$ cat src/rtl/spi_axil_slave.sv
// AXI4-Lite register front end for the SPI master: mode/select control, byte launch, receive capture.
// Optional interrupt output and CR.IE bit are built when SPI_AXIL_IRQ_EN is defined.
module spi_axil_slave #(
   parameter int unsigned ADDR_WIDTH = 4
) (
   input  logic                  clk,
   input  logic                  reset,
   input  logic [ADDR_WIDTH-1:0] s_awaddr,
   input  logic                  s_awvalid,
   output logic                  s_awready,
   input  logic [31:0]           s_wdata,
   input  logic [3:0]            s_wstrb,
   input  logic                  s_wvalid,
   output logic                  s_wready,
   output logic [1:0]            s_bresp,
   output logic                  s_bvalid,
   input  logic                  s_bready,
   input  logic [ADDR_WIDTH-1:0] s_araddr,
   input  logic                  s_arvalid,
   output logic                  s_arready,
   output logic [31:0]           s_rdata,
   output logic [1:0]            s_rresp,
   output logic                  s_rvalid,
   input  logic                  s_rready,
   output logic                  CPOL,
   output logic                  CPHA,
   output logic                  start,
   output logic [7:0]            tx_data,
   input  logic [7:0]            rx_data,
   input  logic                  done,
   input  logic                  ready,
`ifdef SPI_AXIL_IRQ_EN
   output logic                  irq,
`endif
   output logic                  SS
);

   typedef enum logic {C_IDLE, C_WAIT} state_t;

   state_t      r_state, w_state_nxt;
   logic        r_cpol, r_cpha, r_ss_en, r_ie;
   logic [7:0]  r_tdr, r_rdr, r_tx_data;
   logic        r_tx_pending, r_rx_valid, r_overrun, r_start;
   logic        r_bvalid, r_rvalid;
   logic [1:0]  r_bresp;
   logic [31:0] r_rdata, w_rdata;
   logic        w_launch, w_capture, w_busy;
   logic        w_wr_hs, w_rd_hs, w_wr_en, w_wr_err;
   logic        w_cr_wr, w_tdr_wr, w_sr_wr, w_rdr_rd;
   logic [1:0]  w_waddr, w_raddr;
   logic        w_unused;

   assign w_waddr  = s_awaddr[3:2];
   assign w_raddr  = s_araddr[3:2];
   assign w_busy   = (r_state == C_WAIT);
   assign w_wr_hs  = s_awvalid & s_wvalid & ~r_bvalid;
   assign w_rd_hs  = s_arvalid & ~r_rvalid;
   assign w_wr_en  = w_wr_hs & s_wstrb[0];
   assign w_cr_wr  = w_wr_en & (w_waddr == 2'd0);
   assign w_tdr_wr = w_wr_en & (w_waddr == 2'd1) & ~r_tx_pending;
   assign w_sr_wr  = w_wr_en & (w_waddr == 2'd3);
   assign w_rdr_rd = w_rd_hs & (w_raddr == 2'd2);
   assign w_wr_err = w_wr_en & (((w_waddr == 2'd0) & w_busy) |
                                ((w_waddr == 2'd1) & r_tx_pending));
   assign w_unused = ^{s_awaddr, s_araddr, s_wdata, s_wstrb};

   assign s_awready = w_wr_hs;
   assign s_wready  = w_wr_hs;
   assign s_bvalid  = r_bvalid;
   assign s_bresp   = r_bresp;
   assign s_arready = w_rd_hs;
   assign s_rvalid  = r_rvalid;
   assign s_rdata   = r_rdata;
   assign s_rresp   = 2'b00;
   assign CPOL      = r_cpol;
   assign CPHA      = r_cpha;
   assign SS        = ~r_ss_en;
   assign start     = r_start;
   assign tx_data   = r_tx_data;

   always_ff @(posedge clk or posedge reset) begin
      if (reset) r_state <= C_IDLE;
      else       r_state <= w_state_nxt;
   end

   always_comb begin
      w_state_nxt = r_state;
      w_launch    = 1'b0;
      w_capture   = 1'b0;
      unique case (r_state)
         C_IDLE: begin
            if (r_tx_pending & ready) begin
               w_launch    = 1'b1;
               w_state_nxt = C_WAIT;
            end
         end
         C_WAIT: begin
            if (done) begin
               w_capture   = 1'b1;
               w_state_nxt = C_IDLE;
            end
         end
         default: w_state_nxt = C_IDLE;
      endcase
   end

   always_comb begin
      w_rdata = '0;
      unique case (w_raddr)
         2'd0: w_rdata[3:0] = {r_ie, r_ss_en, r_cpha, r_cpol};
         2'd1: w_rdata[7:0] = r_tdr;
         2'd2: w_rdata[7:0] = r_rdr;
         2'd3: w_rdata[3:0] = {r_overrun, r_tx_pending, r_rx_valid, w_busy};
         default: w_rdata = '0;
      endcase
   end

`ifdef SPI_AXIL_IRQ_EN
   always_ff @(posedge clk or posedge reset) begin
      if (reset) begin
         r_ie <= 1'b0;
         irq  <= 1'b0;
      end else begin
         if (w_cr_wr) r_ie <= s_wdata[3];
         irq <= r_ie & (r_rx_valid | r_overrun);
      end
   end
`else
   assign r_ie = 1'b0;
`endif

   always_ff @(posedge clk or posedge reset) begin
      if (reset) begin
         r_cpol       <= 1'b0;
         r_cpha       <= 1'b0;
         r_ss_en      <= 1'b0;
         r_tdr        <= '0;
         r_rdr        <= '0;
         r_tx_data    <= '0;
         r_tx_pending <= 1'b0;
         r_rx_valid   <= 1'b0;
         r_overrun    <= 1'b0;
         r_start      <= 1'b0;
         r_bvalid     <= 1'b0;
         r_bresp      <= 2'b00;
         r_rvalid     <= 1'b0;
         r_rdata      <= '0;
      end else begin
         r_start <= w_launch;
         // tx_data is a private copy so a TDR write during a transfer cannot disturb the master
         if (w_launch) r_tx_data <= r_tdr;
         if (w_launch)      r_tx_pending <= 1'b0;
         else if (w_tdr_wr) r_tx_pending <= 1'b1;
         if (w_tdr_wr) r_tdr <= s_wdata[7:0];
         if (w_cr_wr) begin
            r_ss_en <= s_wdata[2];
            if (!w_busy) begin
               r_cpol <= s_wdata[0];
               r_cpha <= s_wdata[1];
            end
         end
         if (w_capture) r_rdr <= rx_data;
         if (w_capture)      r_rx_valid <= 1'b1;
         else if (w_rdr_rd)  r_rx_valid <= 1'b0;
         if (w_capture & r_rx_valid & ~w_rdr_rd) r_overrun <= 1'b1;
         else if (w_sr_wr & s_wdata[3])          r_overrun <= 1'b0;
         if (w_wr_hs) begin
            r_bvalid <= 1'b1;
            r_bresp  <= w_wr_err ? 2'b10 : 2'b00;
         end else if (s_bready) begin
            r_bvalid <= 1'b0;
         end
         if (w_rd_hs) begin
            r_rvalid <= 1'b1;
            r_rdata  <= w_rdata;
         end else if (s_rready) begin
            r_rvalid <= 1'b0;
         end
      end
   end

endmodule

$ cat config.mk
export PLATFORM = sky130hd
export DESIGN_NAME = spi_axil_slave
export DESIGN_NICKNAME = d
export VERILOG_FILES = /design/src/rtl/spi_axil_slave.sv
export SDC_FILE = /design/constraint.sdc
export NUM_CORES = 1
export LEC_CHECK = 0
export BUFFER_PORTS_ARGS = -buffer_cell sky130_fd_sc_hd__buf_2
export CORE_ASPECT_RATIO = 0.6
export CORE_UTILIZATION = 30
export DETAILED_ROUTE_END_ITERATION = 10
export GPL_ROUTABILITY_DRIVEN = 0
export SLEW_MARGIN = 20
export SYNTH_ARGS = -nofsm -noshare
export SYNTH_HDL_FRONTEND = slang
export SYNTH_SLANG_ARGS = --single-unit
$ cat constraint.sdc
create_clock -name clk -period 1.4 [get_ports clk]
set_input_delay 0.07 -clock clk [delete_from_list [all_inputs] [get_ports clk]]
set_output_delay 0.07 -clock clk [all_outputs]
set_load 0.02 [all_outputs]
# == Yosys cells after proc, flatten, opt, wreduce, memory -nomap -nowiden ==
# Cells that the tools add are included.
# totals
regBits,44
wordCells,70
out_inout_bits,53
inputBits,61
# op_classes
n_mux,19
n_reduce_logical,8
eq_ne,5
bitwise_logic,23
# op_table
cell,n
1-bit AND,16
4-bit one-hot mux with 4 select lines,1
1-bit two-way mux,15
2-bit nonzero test,5
4-bit one-hot mux with 2 select lines,1
"2-bit == test, second input constant",3
1-bit NOT,6
"2-bit by 1-bit == test with 1-bit output, second input constant",2
2-bit logical NOT,2
2-bit two-way mux,1
1-bit one-hot mux with 2 select lines,1
2-bit AND reduction,1
1-bit bitwise OR,1

# == Longest topological paths before layout ==
# Gate-level depths: netlist of the first run.
# logic_depth
ltp_word,7
depth_mapped,6
ltp_nobuf,5

# == Least setup slack after synthesis of the first run ==
# Ideal clock, no wire load.
# synth_path
path_type,reg2reg
startpoint,"register r_bvalid, in the netlist s_bvalid"
endpoint,register r_tdr[0]
path_buffers,1
synth_period_minus_slack_ns,1.532
path_slack_ns,-0.132
t_required_ns,1.275
arrival_time_ns,1.407
stages_incl_launch_ff,6
setup_ns,0.125
path_cell_list,dfrtp_1 -> nand3b_4 -> inv_4 -> and4b_1 -> buf_6 -> mux2_4
# synth_between
elab_chain_len,5
# synth_rtl
element,line,text
start: declaration,44,"logic r_bvalid, r_rvalid;"
start signal: assignment,144,r_bvalid <= 1'b0;
start signal: assignment,168,r_bvalid <= 1'b1;
start signal: assignment,171,r_bvalid <= 1'b0;
1-bit NOT,56,assign w_wr_hs = s_awvalid & s_wvalid & ~r_bvalid;
1-bit AND,56,
via s_awready,10,"output logic s_awready,"
1-bit AND,58,assign w_wr_en = w_wr_hs & s_wstrb[0];
1-bit AND (2 in series),60,assign w_tdr_wr = w_wr_en & (w_waddr == 2'd1) & ~r_tx_pending;
end signal: assignment,154,if (w_tdr_wr) r_tdr <= s_wdata[7:0];
end: declaration,42,"logic [7:0] r_tdr, r_rdr, r_tx_data;"
# The timed path passes the listed nets, and every way through them passes these cells.
# A chain may end at the register's enable or synchronous reset.

# == Final worst setup path of the first run ==
# layout_path
startpoint,"register r_bvalid, in the netlist s_bvalid"
endpoint,register r_tdr[1]
# layout_between
elab_chain_len,5
# layout_rtl
element,line
1-bit NOT,56
1-bit AND,56
1-bit AND,58
1-bit AND (2 in series),60
# No other way between the ends.

==> results of run 1 <==
==> critical path: stages (launching register included) <==
cell      delay [ns]
dfrtp_2         0.40
nand3b_4        0.17
clkinv_4        0.05
and4b_1         0.23
buf_12          0.15
mux2_4          0.30
==> registers in the layout, indices dropped and copies added, names as in the netlist <==
register      count
r_rdr             8
r_tdr             8
s_rdata           8
tx_data           8
CPHA              1
CPOL              1
r_overrun         1
r_rx_valid        1
r_ss_en           1
r_state           1
r_tx_pending      1
s_bresp           1
s_bvalid          1
s_rvalid          1
start             1
==> per-layer routing <==
metal / up-vias / track usage / share of wire
li1: 668 / - / -
met1: 706 / 0.1790 / 0.52
met2: 53 / 0.1910 / 0.41
met3: 4 / 0.04729 / 0.071
met4: 0 / 0.03500 / 0.0073
met5: - / 0 / 0
==> through the flow <==
| step | total power [µW] | utilization | instances | setup WS [ns] |
|---|---|---|---|---|
| after global placement | 3438 | 0.3638 | 314 | -0.01658 |
| after CTS | 4860 | 0.3962 | 326 | -0.04766 |
| after floorplan | 2990 | - | 197 | -0.09849 |
| final | 4790 | 0.3962 | 326 | -0.02871 |
| after detailed placement | 3473 | 0.3638 | 314 | -0.03464 |
| after global routing | 5105 | 0.3962 | 326 | -0.07862 |
==> power groups by stage <==
stage | combinational [µW] | sequential [µW] | clock (µW)
global route | 1610 | 2060 | 1440
finish | 1460 | 1980 | 1340
CTS | 1490 | 1990 | 1380
detailed placement | 1470 | 2010 | 0
global placement | 1440 | 1990 | 0
floorplan | 796 | 2190 | 0
==> cell type report <==
type | instances | area, µm²
multi-input cells | 109 | 809.5
clock inverters | 2 | 35.03
repair buffers | 67 | 425.4
clock buffers | 6 | 138.9
flip-flops and latches | 43 | 1077
well taps | 87 | 108.9
inverters | 12 | 50.05
fillers | 666 | 4031
==> synth_stat cells, drive strengths merged <==
library cell  number  share of area
o31ai              1         0.0036
ha                 4          0.024
o21ai             10          0.024
clkbuf             3         0.0054
nand3b             1         0.0097
mux2              27           0.16
and4b              1         0.0048
a31oi              1         0.0030
nand3              1         0.0024
and3               1         0.0030
buf               30           0.11
o21bai             1         0.0036
nand4              2         0.0060
a221oi             3          0.013
a21o               3          0.011
a222oi             1         0.0048
nor2b              1         0.0042
mux2i              1         0.0048
dfrtp             43           0.52
inv               12          0.023
nand2             10          0.018
a22oi              7          0.025
nor2               2         0.0036
a21oi              3         0.0072
conb               1         0.0018
nand2b             1         0.0030
==> cell families after synthesis <==
| kind of cell | after synthesis |
|---|---|
| other cells | 1 |
| mux | 28 |
| fa+ha+maj | 4 |
| buf+inv | 45 |
| flops | 43 |
| simple gates | 20 |
| compound gates | 30 |
==> worst max-delay path by stage <==
stage	slack [ns]	end	cells past startpoint	from
2_1_floorplan	-0.1	r_tdr[0]	5	s_bvalid
3_5_place_dp	-0.03	r_tdr[1]	5	s_bvalid
4_1_cts	-0.05	r_tdr[1]	5	s_bvalid
3_3_place_gp	-0.02	r_tdr[1]	5	s_bvalid
5_1_grt	-0.08	r_tdr[1]	5	s_bvalid
6_report	-0.03	r_tdr[1]	5	s_bvalid
==> what timing repair did <==
item	CTS	global route
endpoints found under the setup margin	9	10
hold buffers	4	0
hold endpoints to repair	46	0
gates resized for setup	1	1
pin swaps	0	1
==> flow_metrics.py, run 1 <==
metrics = {
    "pwr": {
        "p_leak_uw": 0.001375,
        "p_int_uw": 3292,
        "p_switching_uw": 1498,
        "ir_drop_uv": 709.0,
        "switching_share": 0.3128,
        "clkPwrFrac": 0.281,
        "p_seq_frac": 0.414,
        "powerDensity_mw_per_mm2": 1811,
        "combPwrFrac": 0.305,
    },
    "floorplanning": {
        "rows": 23,
        "die_y_um": 66.36,
        "start_util": 0.3102,
        "dieArea_mm2": 0.007250,
        "die_w_um": 109.3,
        "io_pins": 114,
        "core_area_mm2": 0.006676,
    },
    "cts": {
        "htree_levels": 2,
        "worstSkewPairLatency_ns": 0.28,
        "cts_setup_buffers": 0,
        "numClockSinks": 43,
        "cts.path.max_buffers": 2,
        "cts_root_buf": "clkbuf_16",
        "path_clk_slew_ns": 0.06,
        "cts_buffers": 5,
        "cts_tree": "done",
    },
    "final_layout": {
        "layout_common_cells": "buf_2, dfrtp_1, conb_1",
        "final_common_cell": "buf_2",
        "n_antenna_cell": 0,
        "final_area_mm2": 0.002645,
        "layout-drive-gt1-share": 0.4059,
        "syn_to_final_growth_pct": 27.73,
        "nNetsFinal": 303,
    },
    "global_route": {
        "grt_start_max_net_pins": 44,
        "track_usage": 0.1302,
        "grt-ovfl-total": 0,
        "grt_pass1_vias": 1397,
        "antenna_found_initial": 0,
        "grt_pass1_wl_um": 6955,
    },
    "critical_path": {
        "worstSetupStartpointType": "flip-flop",
        "cp.arrival_ns": 1.59,
        "r2r_setup_slack_ns": -0.03,
        "critical_path_class": "flip-flop to flip-flop",
        "reg2regPathDepth": 5,
        "reg2reg_from": "s_bvalid",
        "worstSetupEndpointType": "flip-flop",
        "timing.rr.end": "r_tdr[1]",
        "worstPathRequired_ns": 1.56,
        "cp_max_fo": 8,
    },
    "route": {
        "wl_per_cell_um": 13.06,
        "wl_um": 4259,
        "vias": 1431,
        "first_pass_iters": 4,
        "drtAntennaViolNets": 0,
        "via_per_inst": 4.390,
        "drc": 0,
        "drtIter0Drc": 36,
    },
    "synthesis": {
        "synth_top_family_by_area": "multiplexers",
        "synth_compound_area_frac": 0.09547,
        "syn_area_per_cell_um2": 12.11,
        "synthMuxAreaShare": 0.1662,
        "synth-simple-area-share": 0.05498,
        "synthCells": 171,
        "syn-cell-area_mm2": 0.002071,
        "synth_seq_cells": 43,
        "synthAdderAreaFrac": 0.02417,
        "synth_warnings": 0,
        "seq_area_frac_synth": 0.5196,
        "ys_types": 32,
        "synth-xor-area-share": 0,
    },
    "worst_hold_path": {
        "worstHoldEndpoint": "r_tdr[6]",
        "whs_path_depth": 2,
        "min_from": "s_wdata[6]",
        "hp-class": "primary input to flip-flop",
    },
    "timing": {
        "worst_clock_skew_ns": 0.006121,
        "fmax_ghz": 0.6999,
        "layout_min_cycle_time_ns": 1.429,
        "maxSlewViolCount": 0,
        "hold-worst-slack_ns": 0.01533,
        "fin_ws_ns": -0.02871,
        "grt_setup_unrepaired": "yes",
        "fin_setup_tns_ns": -0.1604,
        "setup_viol": 8,
        "hold_viol": 0,
        "final.period_utilization": 1.021,
    },
    "status": {
        "status": "finished with violations",
        "violations": "setup timing",
    },
    "place": {
        "dp_hpwl_um": 3214,
        "place_area_mm2": 0.002429,
        "numPortBuffers": 55,
    },
    "job": {
        "maxCapViolCount": 0,
    },
}
Power figures use the tool's default switching activity.
==> inputs of run 2 (changes only) <==
--- a/config.mk
+++ b/config.mk
@@ -9,6 +9,8 @@
 export CORE_ASPECT_RATIO = 0.6
 export CORE_UTILIZATION = 30
+export CTS_CLUSTER_SIZE = 20
 export DETAILED_ROUTE_END_ITERATION = 10
 export GPL_ROUTABILITY_DRIVEN = 0
+export SETUP_SLACK_MARGIN = 0.05
 export SLEW_MARGIN = 20
 export SYNTH_ARGS = -nofsm -noshare
==> constraint.sdc (replaced) <==
create_clock -name clk -period 1.4 [get_ports clk]
set_input_delay 0.28 -clock clk [delete_from_list [all_inputs] [get_ports clk]]
set_output_delay 0.28 -clock clk [all_outputs]
set_load 0.02 [all_outputs]
==> flow_metrics.py, run 2 (synthesis gave the netlist of run 1 again) <==
metrics = {
    "status": {
        "status": "finished with violations",
        "violations": "setup timing",
    },
    "critical_path": {
        "cp.arrival_ns": 1.58,
        "cp_top_family": "flip-flops",
        "worstPathRequired_ns": 1.56,
        "cp_max_fo": 8,
        "critical_path_class": "flip-flop to flip-flop",
        "crit_path_max_incr_delay_ns": 0.40,
        "worstSetupStartpointType": "flip-flop",
        "worstPathCellList": "nand3b_4, clkinv_4, and4b_1, buf_12, mux2_4",
        "worstSetupEndpointType": "flip-flop",
        "critPathSlowestCell": "dfrtp_2",
        "path_buf_inv": 2,
    },
    "route": {
        "first_pass_iters": 6,
        "wl_um": 4444,
        "via_per_inst": 4.367,
        "vias": 1441,
        "drc": 0,
        "drtAntennaViolNets": 0,
        "wl_per_cell_um": 13.47,
        "drtIter0Drc": 52,
    },
    "pwr": {
        "clkPwrFrac": 0.243,
        "ir_drop_uv": 723.0,
        "combPwrFrac": 0.331,
        "p_leak_uw": 0.001406,
        "powerDensity_mw_per_mm2": 1736,
        "p_seq_frac": 0.426,
        "p_switching_uw": 1496,
        "switching_share": 0.3220,
        "p_int_uw": 3151,
    },
    "final_layout": {
        "final_area_mm2": 0.002678,
        "final_common_cell": "buf_2",
        "nNetsFinal": 308,
        "layoutNonFillerInstCount": 330,
        "syn_to_final_growth_pct": 29.31,
        "layout-drive-gt1-share": 0.4362,
        "n_antenna_cell": 0,
        "layout_common_cells": "buf_2, dfrtp_1, conb_1",
    },
    "floorplanning": {
        "die_y_um": 66.36,
        "start_util": 0.3102,
        "die_w_um": 109.3,
        "core_area_mm2": 0.006676,
        "io_pins": 114,
        "rows": 23,
        "dieArea_mm2": 0.007250,
    },
    "timing": {
        "fin_setup_tns_ns": -0.1487,
        "fin_ws_ns": -0.02433,
        "final.period_utilization": 1.017,
        "maxSlewViolCount": 0,
        "hold_viol": 0,
        "fmax_ghz": 0.7021,
        "layout_min_cycle_time_ns": 1.424,
        "setup_viol": 8,
        "grt_setup_unrepaired": "yes",
        "worst_clock_skew_ns": 0.005297,
    },
    "place": {
        "numPortBuffers": 55,
        "place_area_mm2": 0.002459,
        "dp_hpwl_um": 3405,
        "place_ws_ns": -0.04169,
        "dp.cells": 318,
    },
    "job": {
        "maxCapViolCount": 0,
    },
    "cts": {
        "cts_root_buf": "clkbuf_16",
        "htree_levels": 2,
        "cts_buffers": 5,
        "cts_tree": "done",
        "numClockSinks": 43,
        "worstSkewPairLatency_ns": 0.28,
        "cts.path.max_buffers": 2,
        "path_clk_slew_ns": 0.06,
    },
    "worst_hold_path": {
        "hp-class": "primary input to asynchronous set/reset pin",
    },
    "global_route": {
        "grt-ovfl-total": 0,
        "track_usage": 0.1339,
        "antenna_found_initial": 0,
        "grt_start_max_net_pins": 44,
        "grt_pass1_wl_um": 7107,
        "grt_pass1_vias": 1394,
    },
}
-- run 2: cell types whose count changed in the layout (fill, tap and decap cells not counted), sizes merged --
cell and change:
dlygate4sd3 -4, bufinv -1, buf +9
-- run 2: area by class of cell --
cell class | count | area [µm²]
fillers | 674 | 3999
flip-flops and latches | 43 | 1077
multi-input cells | 109 | 822.0
repair buffers | 72 | 475.5
clock buffers | 6 | 138.9
well taps | 87 | 108.9
inverters | 12 | 50.05
clock inverters | 1 | 5.005
-- run 2: layer usage --
metal,GRT usage,wire (µm),share of wire,vias to the layer above
li1,-,-,-,679
met1,0.1763,2103,0.47,700
met2,0.2075,1915,0.43,58
met3,0.04828,386,0.087,4
met4,0.03500,39,0.0088,0
met5,0,0,0,-
-- run 2: worst paths after layout --
| check | startpoint | end | slack, ns | depth (start not counted) |
|---|---|---|---|---|
| max | s_bvalid | r_tdr[1] | -0.02 | 5 |
| min | reset | s_bvalid | 0.02 | 3 |
| max reg2reg | s_bvalid | r_tdr[1] | -0.02 | 5 |
| min reg2reg | s_rdata[2] | s_rdata[2] | 0.47 | 1 |
| max in group asynchronous | reset | tx_data[5] | 1.16 | 3 |
| min in group clk | s_bready | s_bvalid | 0.18 | 2 |
-- run 2: power groups by stage --
stage          sequential (µW)  combinational (µW)  clock, µW
6_report                  1980                1540       1130
5_1_grt                   2050                1680       1230
4_1_cts                   1990                1520       1180
3_5_place_dp              2010                1490          0
3_3_place_gp              2000                1450          0
2_1_floorplan             2190                 796          0
-- run 2: worst register-to-register path, delay by kind of cell (launching register included) --
kind / cells / cell delay [ns]
AND/OR/NAND/NOR: 2 / 0.40
multiplexers: 1 / 0.30
buffers and inverters: 2 / 0.21
flip-flops: 1 / 0.40
-- run 2: what timing repair did --
| item | in CTS | in global routing |
|---|---|---|
| endpoints found under the setup margin | 13 | 18 |
| hold endpoints to repair | 0 | 0 |
| resized for setup | 11 | 2 |
| hold buffers | 0 | 0 |
| pin swaps | 1 | 0 |
| buffers inserted | 2 | 3 |
-- run 2: stage by stage --
| stage | hold WS [ns] | total power, µW | util |
|---|---|---|---|
| finish | 0.02439 | 4648 | 0.4010 |
| global route | 0.05036 | 4959 | 0.4010 |
| CTS | 0.03097 | 4691 | 0.3971 |
| detailed placement | 0.3306 | 3503 | 0.3683 |
| global placement | 0.3321 | 3450 | 0.3683 |
| floorplan | 0.3654 | 2990 | - |
==> inputs of run 3 (changes only) <==
Settings changed: HOLD_SLACK_MARGIN set to 0.08.
==> flow_metrics.py, run 3 (synthesis gave the netlist of run 1 again) <==
metrics = {
    "cts": {
        "worstSkewPairLatency_ns": 0.28,
        "path_clk_slew_ns": 0.06,
        "numClockSinks": 43,
        "htree_levels": 2,
        "cts_tree": "done",
        "cts_buffers": 5,
        "cts.path.max_buffers": 2,
        "cts_root_buf": "clkbuf_16",
    },
    "final_layout": {
        "n_antenna_cell": 0,
        "layout-drive-gt1-share": 0.4344,
        "final_common_cell": "buf_2",
        "fillers": 671,
        "nNetsFinal": 309,
        "final_area_mm2": 0.002688,
        "layoutNonFillerInstCount": 331,
        "syn_to_final_growth_pct": 29.79,
        "layout_common_cells": "buf_2, dfrtp_1, conb_1",
    },
    "floorplanning": {
        "rows": 23,
        "start_util": 0.3102,
        "core_area_mm2": 0.006676,
        "die_w_um": 109.3,
        "io_pins": 114,
        "die_y_um": 66.36,
        "dieArea_mm2": 0.007250,
    },
    "global_route": {
        "antenna_found_initial": 0,
        "track_usage": 0.1339,
        "grt_start_max_net_pins": 44,
        "grt-ovfl-total": 0,
        "grt_pass1_vias": 1394,
        "grt_pass1_wl_um": 7107,
    },
    "timing": {
        "fin_ws_ns": -0.02433,
        "setup_viol": 8,
        "worst_clock_skew_ns": 0.005297,
        "layout_min_cycle_time_ns": 1.424,
        "grt_setup_unrepaired": "yes",
        "hold_viol": 0,
        "fin_setup_tns_ns": -0.1487,
        "final.period_utilization": 1.017,
        "maxSlewViolCount": 0,
        "hold-worst-slack_ns": 0.1792,
        "fmax_ghz": 0.7021,
    },
    "route": {
        "drtAntennaViolNets": 0,
        "top_layer": "met4",
        "first_pass_iters": 6,
        "via_per_inst": 4.366,
        "wl_met2_um": 1916,
        "wl_um": 4448,
        "wl_met1_um": 2110,
        "drc": 0,
        "drtIter0Drc": 52,
        "met3_length_um": 381,
        "wl_per_cell_um": 13.44,
        "vias": 1445,
    },
    "worst_hold_path": {
        "min_from": "s_bready",
        "hp-class": "primary input to flip-flop",
    },
    "job": {
        "maxCapViolCount": 0,
    },
    "place": {
        "dp.cells": 318,
        "numPortBuffers": 55,
        "place_area_mm2": 0.002459,
        "dp_hpwl_um": 3405,
    },
    "critical_path": {
        "crit_path_max_incr_delay_ns": 0.40,
        "cp.arrival_ns": 1.58,
        "cp_top_family": "flip-flops",
        "path_buf_inv": 2,
        "worstSetupStartpointType": "flip-flop",
        "critical_path_class": "flip-flop to flip-flop",
        "r2r_setup_slack_ns": -0.02,
        "critPathSlowestCell": "dfrtp_2",
        "cp_max_fo": 8,
        "worstPathCellList": "nand3b_4, clkinv_4, and4b_1, buf_12, mux2_4",
        "worstPathRequired_ns": 1.56,
        "startpoint": "s_bvalid",
        "worstSetupEndpointType": "flip-flop",
        "reg2reg_from": "s_bvalid",
    },
    "pwr": {
        "ir_drop_uv": 723.1,
        "p_leak_uw": 0.001411,
        "powerDensity_mw_per_mm2": 1730,
    },
    "status": {
        "status": "finished with violations",
        "violations": "setup timing",
    },
}
[run 3: cell types whose count changed in the layout (fill, tap and decap cells not counted)]
cell | before | now
dlygate4sd3_1 | 0 | 1
[run 3: per-layer routing]
metal,up-vias,track usage
met3,4,0.04828
met5,-,0
met1,702,0.1763
met4,0,0.03500
met2,58,0.2075
li1,681,-
[run 3: repair_timing]
item                                   CTS  global route
endpoints found under the hold margin   43             0
setup endpoints to repair               13            18
buffers inserted                         2             3
pin swaps                                1             0
gates resized for setup                 11             2
hold buffers                             1             0
[run 3: worst paths after layout]
kind / endpoint / depth (start not counted)
min: s_bvalid / 2
min in group asynchronous: s_bvalid / 4
max: r_tdr[1] / 5
min reg2reg: s_rdata[2] / 1
max in group asynchronous: tx_data[5] / 4
max reg2reg: r_tdr[1] / 5
[run 3: stage by stage]
step	util	worst slack (ns)	total power [µW]
global route	0.4025	-0.07358	4961
detailed placement	0.3683	-0.04169	3503
floorplan	-	-0.09849	2990
global placement	0.3683	-0.02622	3450
finish	0.4025	-0.02433	4650
CTS	0.3986	-0.04739	4694
[run 3: worst reg2reg max path: cells and delay by family, from the launching register on]
kind | cells | cell delay, ns
and+or+nand+nor | 2 | 0.40
buffers and inverters | 2 | 0.21
DFF | 1 | 0.40
muxes | 1 | 0.30
[run 3: layout make-up]
| class | instances | area [µm²] | area share |
|---|---|---|---|
| inverters | 12 | 50.05 | 0.01862 |
| multi-input cells | 109 | 822.0 | 0.3059 |
| clock inverters | 1 | 5.005 | 0.001862 |
| well taps | 87 | 108.9 | 0.04050 |
| clock buffers | 6 | 138.9 | 0.05168 |
| repair buffers | 73 | 485.5 | 0.1806 |
| flip-flops and latches | 43 | 1077 | 0.4008 |
[run 3: report_power, final]
part | total, µW | internal [µW] | switching, µW
sequential | 1980 | 1710 | 272
combinational | 1540 | 748 | 793
clock | 1130 | 695 | 432
